## config.mk

```make
export PLATFORM = sky130hd
export DESIGN_NAME = alu_op_sequencer
export DESIGN_NICKNAME = d
export VERILOG_FILES = /design/src/rtl/alu_op_sequencer.sv
export SDC_FILE = /design/constraint.sdc
export NUM_CORES = 1
export LEC_CHECK = 0
export BUFFER_PORTS_ARGS = -buffer_cell sky130_fd_sc_hd__buf_4
export CORE_UTILIZATION = 52
export CTS_BUF_LIST = sky130_fd_sc_hd__clkbuf_2 sky130_fd_sc_hd__clkbuf_4 sky130_fd_sc_hd__clkbuf_8
export DETAILED_ROUTE_END_ITERATION = 8
export PLACE_DENSITY = 0.79
export SYNTH_ARGS = -nofsm -noshare
export SYNTH_HDL_FRONTEND = slang
export SYNTH_SLANG_ARGS = --single-unit
```

## constraint.sdc

```tcl
create_clock -name clk -period 3.7 [get_ports clk]
set_clock_uncertainty 0.15 [all_clocks]
set_input_delay 0.74 -clock clk [delete_from_list [all_inputs] [get_ports clk]]
set_output_delay 0.74 -clock clk [all_outputs]
set_load 0.02 [all_outputs]
```

## src/rtl/alu_op_sequencer.sv

```systemverilog
// Multi-cycle instruction sequencer: walks each decoded instruction through its
// execute / address / memory / writeback cycles and drives the ALU op selects.
module alu_op_sequencer #(
   parameter logic [3:0] CS_MOV  = 4'hD,
   parameter int         CLASS_W = 2
) (
   input  logic               clk,
   input  logic               rst_n,
   input  logic               start,
   input  logic [CLASS_W-1:0] instr_class,
   input  logic [3:0]         ir_op,
   input  logic               u_bit,
   input  logic               w_bit,
   input  logic [15:0]        reg_list,
   input  logic               mem_ready,
   output logic               busy,
   output logic [1:0]         alu_op_mux,
   output logic [3:0]         cs_op,
   output logic               u,
   output logic [3:0]         reg_sel,
   output logic               mem_req,
   output logic               rf_we,
   output logic               done
);

   localparam logic [CLASS_W-1:0] CLASS_DP    = CLASS_W'(0);
   localparam logic [CLASS_W-1:0] CLASS_LS    = CLASS_W'(1);
   localparam logic [CLASS_W-1:0] CLASS_BLOCK = CLASS_W'(2);

   localparam logic [1:0] MUX_IR     = 2'b00;
   localparam logic [1:0] MUX_CS     = 2'b01;
   localparam logic [1:0] MUX_ADDSUB = 2'b10;

   typedef enum logic [2:0] {
      S_IDLE,
      S_EXEC,
      S_ADDR,
      S_MEM,
      S_WB,
      S_XFER,
      S_NULL
   } state_t;

   state_t      state_q, state_d;
   logic        u_bit_q, u_bit_d;
   logic        w_bit_q, w_bit_d;
   logic [15:0] list_q, list_d;

   logic        busy_q, busy_d;
   logic [1:0]  alu_op_mux_q, alu_op_mux_d;
   logic [3:0]  cs_op_q, cs_op_d;
   logic        u_q, u_d;
   logic [3:0]  reg_sel_q, reg_sel_d;
   logic        mem_req_q, mem_req_d;
   logic        rf_we_q, rf_we_d;
   logic        done_c;

   logic [3:0]  cur_idx;
   logic [15:0] cur_bit;
   logic [15:0] list_after;

   // The opcode field is routed straight to the datapath, never through here.
   logic unused_ir_op;
   assign unused_ir_op = ^ir_op;

   function automatic logic [3:0] lowest_set(input logic [15:0] v);
      logic [3:0] r;
      r = 4'd0;
      for (int i = 15; i >= 0; i--) begin
         if (v[i]) r = 4'(i);
      end
      return r;
   endfunction

   assign cur_idx    = lowest_set(list_q);
   assign cur_bit    = 16'd1 << cur_idx;
   assign list_after = list_q & ~cur_bit;

   always_comb begin
      state_d = state_q;
      u_bit_d = u_bit_q;
      w_bit_d = w_bit_q;
      list_d  = list_q;
      case (state_q)
         S_IDLE: begin
            if (start) begin
               u_bit_d = u_bit;
               w_bit_d = w_bit;
               list_d  = reg_list;
               if (instr_class == CLASS_DP)
                  state_d = S_EXEC;
               else if (instr_class == CLASS_LS)
                  state_d = S_ADDR;
               else if (instr_class == CLASS_BLOCK && reg_list != 16'd0)
                  state_d = S_XFER;
               else
                  state_d = S_NULL;
            end
         end
         S_EXEC: state_d = S_IDLE;
         S_ADDR: state_d = S_MEM;
         S_MEM: begin
            if (mem_ready) state_d = w_bit_q ? S_WB : S_IDLE;
         end
         S_WB:   state_d = S_IDLE;
         S_XFER: begin
            if (mem_ready) begin
               list_d = list_after;
               if (list_after == 16'd0) state_d = w_bit_q ? S_WB : S_IDLE;
            end
         end
         S_NULL: state_d = S_IDLE;
         default: state_d = S_IDLE;
      endcase
   end

   // Moore outputs are precomputed from the next state so they are registered.
   always_comb begin
      busy_d       = (state_d != S_IDLE);
      alu_op_mux_d = MUX_IR;
      cs_op_d      = 4'd0;
      u_d          = 1'b0;
      reg_sel_d    = 4'd0;
      mem_req_d    = 1'b0;
      rf_we_d      = 1'b0;
      case (state_d)
         S_EXEC: rf_we_d = 1'b1;
         S_ADDR: begin
            alu_op_mux_d = MUX_ADDSUB;
            u_d          = u_bit_d;
         end
         S_MEM: begin
            alu_op_mux_d = MUX_CS;
            cs_op_d      = CS_MOV;
            mem_req_d    = 1'b1;
         end
         S_WB: begin
            alu_op_mux_d = MUX_ADDSUB;
            u_d          = u_bit_d;
            rf_we_d      = 1'b1;
         end
         S_XFER: begin
            alu_op_mux_d = MUX_ADDSUB;
            u_d          = u_bit_d;
            reg_sel_d    = lowest_set(list_d);
            mem_req_d    = 1'b1;
         end
         default: ;
      endcase
   end

   // done fires on the final cycle, which for memory states is the mem_ready cycle.
   always_comb begin
      done_c = 1'b0;
      case (state_q)
         S_EXEC, S_WB, S_NULL: done_c = 1'b1;
         S_MEM:  done_c = mem_ready && !w_bit_q;
         S_XFER: done_c = mem_ready && !w_bit_q && (list_after == 16'd0);
         default: done_c = 1'b0;
      endcase
   end

   always_ff @(posedge clk or negedge rst_n) begin
      if (!rst_n) begin
         state_q      <= S_IDLE;
         u_bit_q      <= 1'b0;
         w_bit_q      <= 1'b0;
         list_q       <= 16'd0;
         busy_q       <= 1'b0;
         alu_op_mux_q <= 2'b00;
         cs_op_q      <= 4'd0;
         u_q          <= 1'b0;
         reg_sel_q    <= 4'd0;
         mem_req_q    <= 1'b0;
         rf_we_q      <= 1'b0;
      end else begin
         state_q      <= state_d;
         u_bit_q      <= u_bit_d;
         w_bit_q      <= w_bit_d;
         list_q       <= list_d;
         busy_q       <= busy_d;
         alu_op_mux_q <= alu_op_mux_d;
         cs_op_q      <= cs_op_d;
         u_q          <= u_d;
         reg_sel_q    <= reg_sel_d;
         mem_req_q    <= mem_req_d;
         rf_we_q      <= rf_we_d;
      end
   end

   assign busy       = busy_q;
   assign alu_op_mux = alu_op_mux_q;
   assign cs_op      = cs_op_q;
   assign u          = u_q;
   assign reg_sel    = reg_sel_q;
   assign mem_req    = mem_req_q;
   assign rf_we      = rf_we_q;
   assign done       = done_c;

endmodule

```

==> flow_metrics.py <==
metrics = {
    "timing": {
        "max_freq_ghz": 0.2526,
        "maxSlewViolCount": 0,
        "hold_viol": 0,
        "setup_viol": 3,
        "period_minus_slack_ns": 3.959,
        "max-slew-margin-rel": 0.5282,
        "tightest_slew_ns": 0.7012,
        "grt_setup_unrepaired": "yes",
        "holdWs_ns": 0.2149,
        "worst_slack_ns": -0.2592,
        "fin_tns_setup_ns": -0.3339,
        "period_share": 1.070,
    },
    "yosys": {
        "synth_top_family_by_area": "simple AND/OR/NAND/NOR gates",
        "synth_cell_types": 58,
        "synthMuxAreaShare": 0.02269,
        "ys.flop_type": "dfrtp_1",
        "synth_cells": 272,
        "yosys_warnings": 0,
        "synth_top_area_frac": 0.3517,
        "syn_nets": 300,
        "synth_area_leaders": "dfrtp_1 (35%), nand2_1 (6.3%), o21ai_0 (5.0%), nor2_1 (2.9%), a21oi_1 (2.7%)",
        "synth-edff-count": 0,
        "synth_compound_area_frac": 0.2700,
        "postSynthAreaPerCell_sq_um": 8.110,
        "synth-async-reset-ratio": 1.000,
        "yosysSeqAreaShare": 0.3517,
        "yosysTopAreaCell": "dfrtp_1",
        "syn_area_sq_um": 2206,
        "synthAdderAreaFrac": 0,
        "synth_simple_gate_area_frac": 0.2955,
        "yosys_register_bits": 31,
        "synth-xor-area-share": 0,
    },
    "place": {
        "post-place-ws_ns": -0.07831,
        "postPlaceCellArea_sq_um": 2796,
        "hpwl_microns": 6156,
        "gp_congestion": 0.9711,
        "port-buffer-count": 37,
    },
    "critical_path": {
        "crit_path_end_kind": "output pin",
        "cp_cell_sequence": "buf_4 > or4_4 > a21oi_4 > buf_4 > a211o_1 > nor3_1 > nor3_2 > or3_4 > o31ai_4 > a221o_1 > buf_6",
        "ff2ff_setup_slack_ns": -0.06,
        "path_delay_family": "simple AND/OR/NAND/NOR gates",
        "crit_buf_inv": 3,
        "critPathKind": "reg2out",
        "cpPeakStageDelay_ns": 0.54,
        "cp.required_ns": 2.81,
        "critPathSlowestCell": "or4_4",
        "path_common_cell": "buf_4",
        "arrival_ns": 3.07,
        "worstSetupStartpointType": "register",
        "cp_max_fo": 3,
    },
    "cells_and_area": {
        "area_growth_pct": 44.92,
        "final_cell_area_sq_um": 3197,
        "drive_above_1_share": 0.3872,
        "multiInputGateArea_sq_um": 1466,
        "nNetsFinal": 386,
        "final_cell_mix": "buf_4 (91), nand2_1 (37), dfrtp_1 (31)",
        "antennaDiodeCount": 0,
        "layout_commonest_cell": "buf_4",
        "seq_area_sq_um": 775.7,
        "n_fill_cell": 278,
    },
    "floorplanning": {
        "dieArea_sq_um": 4506,
        "die_h_microns": 67.13,
        "ios": 43,
        "die_x_microns": 67.13,
        "initial_core_util": 0.5475,
        "rows": 23,
        "core_sq_um": 4029,
    },
    "cts": {
        "htreeDepth": 2,
        "clock-root-buffer": "clkbuf_8",
        "path_clk_slew_ns": 0.07,
        "cts_tree": "done",
        "cts_buffers": 5,
        "cts_buffer_depth": 2,
        "clk-insertion-delay-late_ns": 0.30,
        "cts_num_sinks": 31,
    },
    "drt": {
        "wl_per_cell_microns": 22.16,
        "viasPerCell": 6.934,
        "dr.pass1.iters": 5,
        "antenna_left": 0,
        "drc": 0,
        "drt-initial-drc-count": 376,
        "totalWireLength_microns": 9065,
        "via_count": 2836,
    },
    "power_and_ir_drop": {
        "power_density_nw_per_um2": 1033,
        "vdd_ir_drop_max_uv": 711.6,
        "p_leak_nw": 1.420,
    },
    "global_routing": {
        "grt_pass1_wl_microns": 13650,
        "grt_max_degree": 32,
        "antenna_found_initial": 0,
        "grt_pass1_vias": 2644,
        "grt.overflow.total": 0,
        "gr-usage-all-layers": 0.4252,
    },
    "status": {
        "status": "finished, violations left",
        "violations": "setup timing",
    },
    "run": {
        "drv_cap": 0,
    },
    "min_path": {
        "hp-class": "in2async",
    },
}
per-stage QoR:
step	instances	utilization	total power (W)
floorplan	272	-	0.001651
global placement	388	0.6941	0.002405
detailed placement	388	0.6941	0.002425
CTS	406	0.7556	0.002967
global route	409	0.7935	0.003455
finish	409	0.7935	0.003304
cell usage after synthesis, types with 2 or more instances:
master and instances:
clkbuf_1 7, or3_1 5, or4_4 2, or2_2 5, a41oi_1 3, nor4b_1 2
or4_1 5, o22ai_1 2, o21ai_0 22, o211ai_1 2, a2111oi_0 5, nand4_1 3
buf_1 2, and3b_1 2, nand3_1 9, nor2_1 17, o2111ai_1 3, nor2b_1 3
a21oi_1 12, inv_1 13, nand2_1 37, a221oi_1 2, nor3_1 11, dfrtp_1 31
a211oi_1 8, nand2b_1 5, and3_1 3, mux2i_1 5, nand3b_1 2, nor4_1 8
buf_4 4, o21a_1 2, o31ai_1 5
routing by layer:
layer	global-route usage	share of wire	vias up
met5	0	0	-
met3	0.09459	0.11	65
met2	0.6188	0.44	233
li1	-	-	1203
met4	0.2500	0.069	0
met1	0.5760	0.38	1335
power by group:
part           switching, W  internal (W)  total [W]
Clock              0.000140      0.000218   0.000358
Sequential         0.000120      0.000481   0.000602
Combinational       0.00135      0.000993    0.00234
cells by family after synthesis:
group	after synthesis
and+or+nand+nor	123
muxes	5
other	1
DFF	31
AOI/OAI and AO/OA	84
buffers and inverters	28
worst register-to-register path: stages (launching register included):
cell and delay, ns:
dfrtp_1 0.40, or4_1 0.58, or4_4 0.54, o31ai_4 0.24, nand3_2 0.11, buf_4 0.15, buf_4 0.12, buf_4 0.12
buf_4 0.13, buf_4 0.12, buf_4 0.12, buf_4 0.13, nor4_4 0.16, buf_4 0.17, o21bai_2 0.07, or3_1 0.33
flip-flops by register name (all words and copies together) (netlist names):
name        flops
busy            1
cs_op           1
w_bit_q         1
reg_sel         4
list_q         16
u_bit_q         1
rf_we           1
mem_req         1
state_q         3
alu_op_mux      1
u               1
final timing paths:
kind,start,end,depth (start not counted)
hold / removal,rst_n,busy$_DFF_PN0_,1
min in group clk,u_bit_q$_DFF_PN0_,u_bit_q$_DFF_PN0_,2
setup reg to reg,list_q[3]$_DFF_PN0_,busy$_DFF_PN0_,15
max in group asynchronous,rst_n,u$_DFF_PN0_,1
setup / recovery,list_q[9]$_DFF_PN0_,done,11
hold reg to reg,u_bit_q$_DFF_PN0_,u_bit_q$_DFF_PN0_,2
timing repair:
action                                  CTS  global route
resized for setup                        12            25
setup buffers                            10             3
pin swaps                                 8            11
hold buffers                              0             0
endpoints found under the setup margin    1             7
final cells by class:
class | count | share of cell area
clock inverters | 2 | 0.01096
clock buffers | 6 | 0.02583
repair buffers | 94 | 0.2270
well taps | 50 | 0.01957
inverters | 13 | 0.01526
flip-flops and latches | 31 | 0.2427
multi-input cells | 213 | 0.4587
Note: power is estimated with default switching activity, not from simulation.
